--- config.mk ---
export PLATFORM = sky130hd
export DESIGN_NAME = uc_mem_cmd_sequencer
export DESIGN_NICKNAME = d
export VERILOG_FILES = /design/src/rtl/uc_mem_cmd_sequencer.sv
export SDC_FILE = /design/constraint.sdc
export NUM_CORES = 1
export LEC_CHECK = 0
export ABC_AREA = 0
export CORE_MARGIN = 3
export CORE_UTILIZATION = 50
export CTS_BUF_LIST = sky130_fd_sc_hd__clkbuf_4
export DETAILED_ROUTE_END_ITERATION = 7
export DONT_BUFFER_PORTS = 1
export PLACE_DENSITY_LB_ADDON = 0.15
export SKIP_CTS_REPAIR_TIMING = 1
export SYNTH_ARGS = -nofsm -noshare
export SYNTH_HDL_FRONTEND = slang
export SYNTH_SLANG_ARGS = --single-unit
--- constraint.sdc ---
create_clock -name clk_i -period 5.4 [get_ports clk_i]
set_clock_uncertainty 0.05 [all_clocks]
set_input_delay 1.08 -clock clk_i [delete_from_list [all_inputs] [get_ports clk_i]]
set_output_delay 1.08 -clock clk_i [all_outputs]
set_load 0.05 [all_outputs]
--- src/rtl/uc_mem_cmd_sequencer.sv ---
// uc_mem_cmd_sequencer
//   Accepts serial command frames from a microcontroller on asynchronous pins,
//   synchronises them into the clk_i domain, checks the frame length and runs a
//   single memory read or write. Read data (or the echoed write data) is shifted
//   back to the uC MSB-first during the following frame.
//
//   Frame: op (1 = write, 0 = read), address MSB-first, data MSB-first.
//
//   Optional build macro UC_CMD_PARITY_EN: frames carry one trailing odd-parity
//   bit, and the readback word gains an odd-parity bit after the data bits.
//
// Ports:
//   clk_i        system clock
//   reset_i      asynchronous active-high reset
//   uc_sclk_i    uC serial clock (async)
//   uc_sdata_i   uC serial data, sampled on synchronised uc_sclk_i rise
//   uc_cs_ni     uC frame select, active low (async)
//   uc_sdata_o   readback bit, updated after each synchronised uc_sclk_i fall
//   mem_addr_o   memory address, held until the next transaction
//   mem_data_o   memory write data, held until the next transaction
//   mem_wr_no    memory write enable, active low, one-cycle pulse
//   mem_data_i   memory read data, valid READ_LATENCY cycles after address
//   busy_o       high from frame accept until the transaction completes
//   done_o       one-cycle pulse on completion
//   frame_err_o  sticky bad-frame flag, cleared by the next good transaction

module uc_mem_cmd_sequencer #(
  parameter int unsigned ADDR_WIDTH   = 8,
  parameter int unsigned DATA_WIDTH   = 16,
  parameter int unsigned READ_LATENCY = 1
) (
  input  logic                  clk_i,
  input  logic                  reset_i,
  input  logic                  uc_sclk_i,
  input  logic                  uc_sdata_i,
  input  logic                  uc_cs_ni,
  output logic                  uc_sdata_o,
  output logic [ADDR_WIDTH-1:0] mem_addr_o,
  output logic [DATA_WIDTH-1:0] mem_data_o,
  output logic                  mem_wr_no,
  input  logic [DATA_WIDTH-1:0] mem_data_i,
  output logic                  busy_o,
  output logic                  done_o,
  output logic                  frame_err_o
);

  localparam int unsigned FRAME_BITS = 1 + ADDR_WIDTH + DATA_WIDTH;
`ifdef UC_CMD_PARITY_EN
  localparam int unsigned FRAME_LEN  = FRAME_BITS + 1;
  localparam int unsigned TX_BITS    = DATA_WIDTH + 1;
`else
  localparam int unsigned FRAME_LEN  = FRAME_BITS;
  localparam int unsigned TX_BITS    = DATA_WIDTH;
`endif
  // Counter must reach FRAME_LEN+1 so an over-long frame stays distinguishable.
  localparam int unsigned CNT_W = $clog2(FRAME_LEN + 2);
  localparam int unsigned LAT_W = 2;

  typedef enum logic [2:0] {StIdle, StShift, StExec, StWaitRd, StDone} state_e;

  // Synchronisers; cs_n resets high so releasing reset never fakes a frame start.
  logic [1:0] r_sclk_sync, r_sdata_sync, r_csn_sync;
  logic       r_sclk_prev, r_csn_prev;

  always_ff @(posedge clk_i or posedge reset_i) begin
    if (reset_i) begin
      r_sclk_sync  <= 2'b00;
      r_sdata_sync <= 2'b00;
      r_csn_sync   <= 2'b11;
      r_sclk_prev  <= 1'b0;
      r_csn_prev   <= 1'b1;
    end else begin
      r_sclk_sync  <= {r_sclk_sync[0], uc_sclk_i};
      r_sdata_sync <= {r_sdata_sync[0], uc_sdata_i};
      r_csn_sync   <= {r_csn_sync[0], uc_cs_ni};
      r_sclk_prev  <= r_sclk_sync[1];
      r_csn_prev   <= r_csn_sync[1];
    end
  end

  logic w_sclk_rise, w_sclk_fall, w_csn_fall, w_csn_rise, w_sdata;
  assign w_sclk_rise = r_sclk_sync[1] & ~r_sclk_prev;
  assign w_sclk_fall = ~r_sclk_sync[1] & r_sclk_prev;
  assign w_csn_fall  = ~r_csn_sync[1] & r_csn_prev;
  assign w_csn_rise  = r_csn_sync[1] & ~r_csn_prev;
  assign w_sdata     = r_sdata_sync[1];

  state_e                r_state;
  logic [FRAME_LEN-1:0]  r_rx_sr;
  logic [CNT_W-1:0]      r_bit_cnt;
  logic [TX_BITS-2:0]    r_tx_sr;    // readback bits still to be sent
  logic                  r_sdata_o;
  logic [DATA_WIDTH-1:0] r_rdback;
  logic [ADDR_WIDTH-1:0] r_mem_addr;
  logic [DATA_WIDTH-1:0] r_mem_data;
  logic                  r_wr_n;
  logic                  r_busy;
  logic                  r_done;
  logic                  r_frame_err;
  logic [LAT_W-1:0]      r_lat;

  // Frame fields, MSB-aligned in the receive shifter.
  logic                  w_op;
  logic [ADDR_WIDTH-1:0] w_addr;
  logic [DATA_WIDTH-1:0] w_data;
  logic                  w_frame_ok;
  logic [TX_BITS-1:0]    w_tx_word;

  assign w_op   = r_rx_sr[FRAME_LEN-1];
  assign w_addr = r_rx_sr[FRAME_LEN-2 -: ADDR_WIDTH];
  assign w_data = r_rx_sr[FRAME_LEN-2-ADDR_WIDTH -: DATA_WIDTH];

`ifdef UC_CMD_PARITY_EN
  // Odd parity over the whole frame including the parity bit.
  assign w_frame_ok = (r_bit_cnt == CNT_W'(FRAME_LEN)) && (^r_rx_sr);
  assign w_tx_word  = {r_rdback, ~^r_rdback};
`else
  assign w_frame_ok = (r_bit_cnt == CNT_W'(FRAME_LEN));
  assign w_tx_word  = r_rdback;
`endif

  always_ff @(posedge clk_i or posedge reset_i) begin
    if (reset_i) begin
      r_state     <= StIdle;
      r_rx_sr     <= '0;
      r_bit_cnt   <= '0;
      r_tx_sr     <= '0;
      r_sdata_o   <= 1'b0;
      r_rdback    <= '0;
      r_mem_addr  <= '0;
      r_mem_data  <= '0;
      r_wr_n      <= 1'b1;
      r_busy      <= 1'b0;
      r_done      <= 1'b0;
      r_frame_err <= 1'b0;
      r_lat       <= '0;
    end else begin
      r_done <= 1'b0;
      unique case (r_state)
        StIdle: begin
          // cs_n edges seen outside StIdle are dropped, so a frame started
          // while busy is lost as a whole.
          if (w_csn_fall) begin
            r_state   <= StShift;
            r_rx_sr   <= '0;
            r_bit_cnt <= '0;
            r_sdata_o <= w_tx_word[TX_BITS-1];
            r_tx_sr   <= w_tx_word[TX_BITS-2:0];
          end
        end
        StShift: begin
          if (w_csn_rise) begin
            r_sdata_o <= 1'b0;
            if (w_frame_ok) begin
              r_state    <= StExec;
              r_busy     <= 1'b1;
              r_mem_addr <= w_addr;
              r_mem_data <= w_data;
            end else begin
              r_state     <= StIdle;
              r_frame_err <= 1'b1;
            end
          end else begin
            if (w_sclk_rise) begin
              r_rx_sr <= {r_rx_sr[FRAME_LEN-2:0], w_sdata};
              if (r_bit_cnt != CNT_W'(FRAME_LEN + 1)) begin
                r_bit_cnt <= r_bit_cnt + CNT_W'(1);
              end
            end
            if (w_sclk_fall) begin
              r_sdata_o <= r_tx_sr[TX_BITS-2];
              r_tx_sr   <= {r_tx_sr[TX_BITS-3:0], 1'b0};
            end
          end
        end
        StExec: begin
          if (w_op) begin
            r_wr_n   <= 1'b0;
            r_rdback <= r_mem_data;  // write echoes its data on the next frame
            r_state  <= StDone;
          end else begin
            r_lat   <= '0;
            r_state <= StWaitRd;
          end
        end
        StWaitRd: begin
          // Address became valid on entry to StExec; capture on the edge that
          // follows the READ_LATENCY-th cycle.
          if (r_lat == LAT_W'(READ_LATENCY - 1)) begin
            r_rdback <= mem_data_i;
            r_state  <= StDone;
          end else begin
            r_lat <= r_lat + LAT_W'(1);
          end
        end
        StDone: begin
          r_wr_n      <= 1'b1;
          r_done      <= 1'b1;
          r_busy      <= 1'b0;
          r_frame_err <= 1'b0;
          r_state     <= StIdle;
        end
        default: r_state <= StIdle;
      endcase
    end
  end

  assign uc_sdata_o  = r_sdata_o;
  assign mem_addr_o  = r_mem_addr;
  assign mem_data_o  = r_mem_data;
  assign mem_wr_no   = r_wr_n;
  assign busy_o      = r_busy;
  assign done_o      = r_done;
  assign frame_err_o = r_frame_err;

endmodule

Word-level counts from Yosys, hierarchy flattened --
Index checks and enable logic that the tools add are counted.
Operators by class: reductions and logical operators 17, muxes and demuxes 38, add/sub/neg operators 2, bitwise logic cells 8, equal/unequal tests 19
Operator list (count):
- 2-to-1 mux 25 bit | 3
- case mux 25 bit (2 select lines) | 1
- 2-to-1 mux 15 bit | 3
- 2-to-1 mux 16 bit | 2
- case mux 16 bit (2 select lines) | 1
- case mux 15 bit (2 select lines) | 1
- inequality test 2 bit (second input constant) | 12
- AND reduction 3 bit | 7
- 2-to-1 mux 5 bit | 4
- 2-to-1 mux 3 bit | 4
- case mux 3 bit (4 select lines) | 1
- case mux 5 bit (2 select lines) | 1
- 2-to-1 mux 1 bit | 9
- case mux 1 bit (2 select lines) | 4
- AND reduction 4 bit | 2
- nonzero test 2 bit | 4
- equality test 3 x 2 -> 1 bit (second input constant) | 2
- 2-to-1 mux 2 bit | 3
- adder 5 x 1 -> 5 bit (second input constant) | 1
- equality test 5 bit (second input constant) | 1
- inequality test 5 bit (second input constant) | 1
- AND reduction 5 bit | 1
- bitwise AND 1 bit | 4
- inverter 1 bit | 4
- 8 further kinds | 8
Word-level totals: register bits 103, logic and storage cells 102, input bits 21

Logic depth before layout (Yosys ltp) --
word-level depth 5, depth in mapped cells 7, gate-level depth less buffers 6

Worst setup path after synthesis --
Ideal clock, no wire load.
kind flip-flop to flip-flop, from register r_state[2], to register r_mem_addr[0], in the netlist mem_addr_o[0], clock period less this slack 1.939 ns, cell stages (with the launch flop) 7, data arrival time 1.764 ns, slack 3.461 ns, path buffers 3, path through dfrtp_1 > buf_2 > or2_1 > buf_4 > nor4_4 > buf_6 > mux2_2
On the way: longest elaborated chain between the ends 2
RTL lines:
- from (decl) | RTL line 88 | state_e r_state;
- from (signal assigned) | RTL line 124 | r_state <= StIdle;
- from (signal assigned) | RTL line 144 | r_state <= StShift;
- from (signal assigned) | RTL line 155 | r_state <= StExec;
- equality test 3 x 1 -> 1 bit | RTL line 139 | unique case (r_state)
- AND reduction 3 bit (no source line)
- to (signal assigned) | RTL line 157 | r_mem_addr <= w_addr;
- to (decl) | RTL line 94 | logic [ADDR_WIDTH-1:0] r_mem_addr;
No other way between the ends. A chain may end at the register's enable or synchronous reset.

Worst setup path after layout --
from register r_csn_sync[1], to register r_rx_sr[6]
On the way: longest elaborated chain between the ends 4
RTL lines:
- from (decl) | RTL line 62 | logic [1:0] r_sclk_sync, r_sdata_sync, r_csn_sync;
- from (signal assigned) | RTL line 75 | r_csn_sync <= {r_csn_sync[0], uc_cs_ni};
- inverter 1 bit | RTL line 84 | assign w_csn_fall = ~r_csn_sync[1] & r_csn_prev;
- bitwise AND 1 bit | RTL line 84
- inequality test 2 bit (no source line)
- AND reduction 4 bit (no source line) *
- to (signal assigned) | RTL line 165 | r_rx_sr <= {r_rx_sr[FRAME_LEN-2:0], w_sdata};
- to (decl) | RTL line 89 | logic [FRAME_LEN-1:0] r_rx_sr;
Every way passes the cells marked *; elsewhere a longest branch is shown, timed or not.

==> impl_metrics.tcl <==
set metrics [dict create \
    status "completed" \
    grt_pass1_vias 2539 \
    synth_nets 354 \
    swShare_pct 34.34 \
    drtIter0Drc 69 \
    fmax_mhz 382.3 \
    peakVddDrop_v 0.0001932 \
    synth_edf_count 0 \
    htreeDepth 3 \
    drcViolationCount 0 \
    fin_nets 351 \
    synth_simple_gate_area_share_pct 7.619 \
    fill_cells 720 \
    p_per_area_nw_per_um2 451.6 \
    area.growth.synth_to_final_pct 4.571 \
    synth_top_family_by_area "multiplexers" \
    track_usage_pct 17.38 \
    slew_viol_final 0 \
    setup_tns_ns 0 \
    reg2reg_depth 5 \
    async_flop_share_pct 100.0 \
    synth_fa_ha_area_share_pct 1.150 \
    cts_sinks 103 \
    hpwl_um 5242 \
    maxSlewHeadroom_pct 32.80 \
    synth-seq-cells 103 \
    rrSetupSlack_ns 2.78 \
    pwr-share-clk_pct 19.8 \
    gp_congestion 0.8361 \
    syn_area_per_cell_um2 13.23 \
    synth_area_leader_cell "dfrtp_1" \
    synth-xor-area-share_pct 0 \
    first_pass_iters 4 \
    syn_area_um2 4352 \
    crit_path_top_delay_cell "nor2_2" \
    netlist_instances 329 \
    holdCritPathClass "flip-flop to flip-flop" \
    cp.arrival_ns 2.93 \
    clock-root-buffer "clkbuf_4" \
    holdWs_ns 0.3163 \
    leakagePower_uw 0.002201 \
    post_route_cells_drive_above_1_share_pct 25.68 \
    worstPathRequired_ns 5.72 \
    diodes 0 \
    ant_nets 0 \
    synth-compound-area-share_pct 10.47 \
    grt_pass1_wl_um 13480 \
    clockBufferDepth 2 \
    num_rows 33 \
    fin_util_pct 54.56 \
    die_x_um 99.29 \
    avgViaCountPerCell 5.771 \
    synthMuxAreaShare_pct 18.11 \
    hold_violations 0 \
    reg2reg_from "r_csn_sync[1]$_DFF_PP1_" \
    r2r-end "r_rx_sr[6]$_DFFE_PP0P_" \
    start_util_pct 52.18 \
    cts_buffers 9 \
    min_period_ns 2.616 \
    ys_warn_count 0 \
    cp-start-kind "flip-flop" \
    cap_violations 0 \
    synth_top_area_share_pct 56.93 \
    io_pins 50 \
    crit_path_cell_trace "nor2b_1 -> nor4_4 -> buf_4 -> nor2_2 -> a22o_1" \
    finalWirelength_um 7961 \
    vias 2516 \
    post_drt_wl_per_cell_um 18.26 \
    power_frac_comb_pct 27.9 \
    whs_path_depth 0 \
    die-height_um 99.29 \
    synth_top_flop_cell "dfrtp_1" \
    p_seq_share_pct 52.3 \
    min_from "r_csn_sync[0]$_DFF_PP1_" \
    port-buffer-count 0 \
    endpoint_kind "flip-flop" \
    dieArea_um2 9859 \
    p_switching_uw 705.7 \
    synthTopCellsByArea "dfrtp_1, mux2_2, a22o_1, mux2i_1, o21ai_0" \
    p_int_uw 1349 \
    yosysSeqAreaShare_pct 59.34 \
    synthDistinctLibCells 37 \
    cpPeakStageDelay_ns 0.81 \
    tritoncts "built" \
    core-area_um2 8341 \
    cts.clk_slew.worst_paths_ns 0.16 \
    finalCritPeriodShare_pct 48.44 \
    setup_viol_count_final 0 \
    rsz0062_at_grt "no" \
    worst_pin_slew_ns 1.007 \
    grt_max_degree 77 \
    hold-path-endpoint "r_csn_sync[1]$_DFF_PP1_" \
    grt_overflow_total 0 \
    grt_antenna_before_repair 0 \
    critPathMaxFanout 26 \
    insertion_delay_ns 0.43 \
    critPathKind "flip-flop to flip-flop" \
]
## placed cells by master (no fill, tap or decap), drive strengths merged, types with 2 or more instances in the layout
cell type and n:
ha 4, nor4 2, nand2 24, mux2i 18
a21oi 6, a22o 28, buf 4, nand3 4
nand2b 6, dfstp 4, dfrtp 99, inv 9
nor3 4, clkinvlp 2, a31oi 2, nor2b 2
nor2 9, clkbuf 12, mux2 54, nor3b 4
o21ai 23
## power groups by stage
stage	Combinational, µW	Sequential [µW]	Clock (µW)
after floorplan	527	1030	0
after global placement	561	1090	0
after detailed placement	578	1090	0
after CTS	581	1080	417
after global routing	642	1100	450
final	573	1080	406
## synthesized netlist by cell type, types with 3 or more instances
cell,instances
a21oi_1,5
a22o_1,28
buf_2,10
buf_6,4
clkbuf_1,3
dfrtp_1,99
dfstp_2,4
ha_1,4
inv_1,7
mux2_2,53
mux2i_1,18
nand2_1,24
nand2b_1,6
nand3_1,4
nor2_1,8
nor3_1,3
nor3b_1,4
o21ai_0,23
## registers in the layout, summed over array words and instances (netlist names), 2 cells and up
register	cells
r_sclk_sync	2
r_csn_sync	2
r_rdback	16
mem_data_o	16
r_tx_sr	15
r_state	3
mem_addr_o	8
r_rx_sr	25
r_lat	2
r_bit_cnt	5
r_sdata_sync	2
## per-stage QoR
stage	total power (µW)	cell area (µm²)	setup WS, ns	instances
floorplan	1561	4352	1.573	329
global placement	1649	4407	2.968	420
detailed placement	1673	4407	2.818	420
global route	2195	4551	2.559	436
finish	2055	4551	2.784	436
CTS	2076	4551	2.777	436
## layout make-up
| type | count | area, µm² | share of cell area (%) |
|---|---|---|---|
| clock inverter | 4 | 53.80 | 1.182 |
| timing repair buffer | 4 | 30.03 | 0.6599 |
| clock buffer | 12 | 90.09 | 1.980 |
| sequential | 103 | 2582 | 56.75 |
| tap | 105 | 131.4 | 2.887 |
| multi-input combinational | 200 | 1630 | 35.83 |
| inverter | 8 | 32.53 | 0.7149 |
## critical path: cells and delay by family, from the launching register on
| family | cells | cell delay, ns |
|---|---|---|
| buffers and inverters | 1 | 0.25 |
| AO/OA/AOI/OAI | 1 | 0.24 |
| AND/OR/NAND/NOR | 3 | 1.43 |
| flip-flops | 1 | 0.57 |
## cells by family (layout without fill, tap and decap cells)
kind of cell	after synthesis	after routing
AND/OR/NAND/NOR	59	59
multiplexers	72	72
flip-flops	103	103
buffers and inverters	26	28
AO/OA/AOI/OAI	65	65
adder cells (fa/ha/maj)	4	4
## worst max-delay path by stage
stage	cells after the start	from	slack [ns]	to
after floorplan	1	reset_i	1.57	busy_o$_DFFE_PP0P_
after global placement	5	r_csn_sync[1]$_DFF_PP1_	2.97	r_rx_sr[12]$_DFFE_PP0P_
after detailed placement	5	r_csn_sync[1]$_DFF_PP1_	2.82	r_rx_sr[17]$_DFFE_PP0P_
after CTS	5	r_csn_sync[1]$_DFF_PP1_	2.78	r_rx_sr[16]$_DFFE_PP0P_
after global routing	5	r_csn_sync[1]$_DFF_PP1_	2.56	r_rx_sr[8]$_DFFE_PP0P_
final	5	r_csn_sync[1]$_DFF_PP1_	2.78	r_rx_sr[6]$_DFFE_PP0P_
## layer usage
layer | up-vias | share of wire, % | GRT usage, %
li1 | 1175 | - | -
met1 | 1287 | 50 | 25.77
met5 | - | 0 | 0
met3 | 9 | 3.7 | 3.156
met4 | 0 | 1.2 | 5.987
met2 | 45 | 46 | 26.03
(Power assumes the default switching activity.)
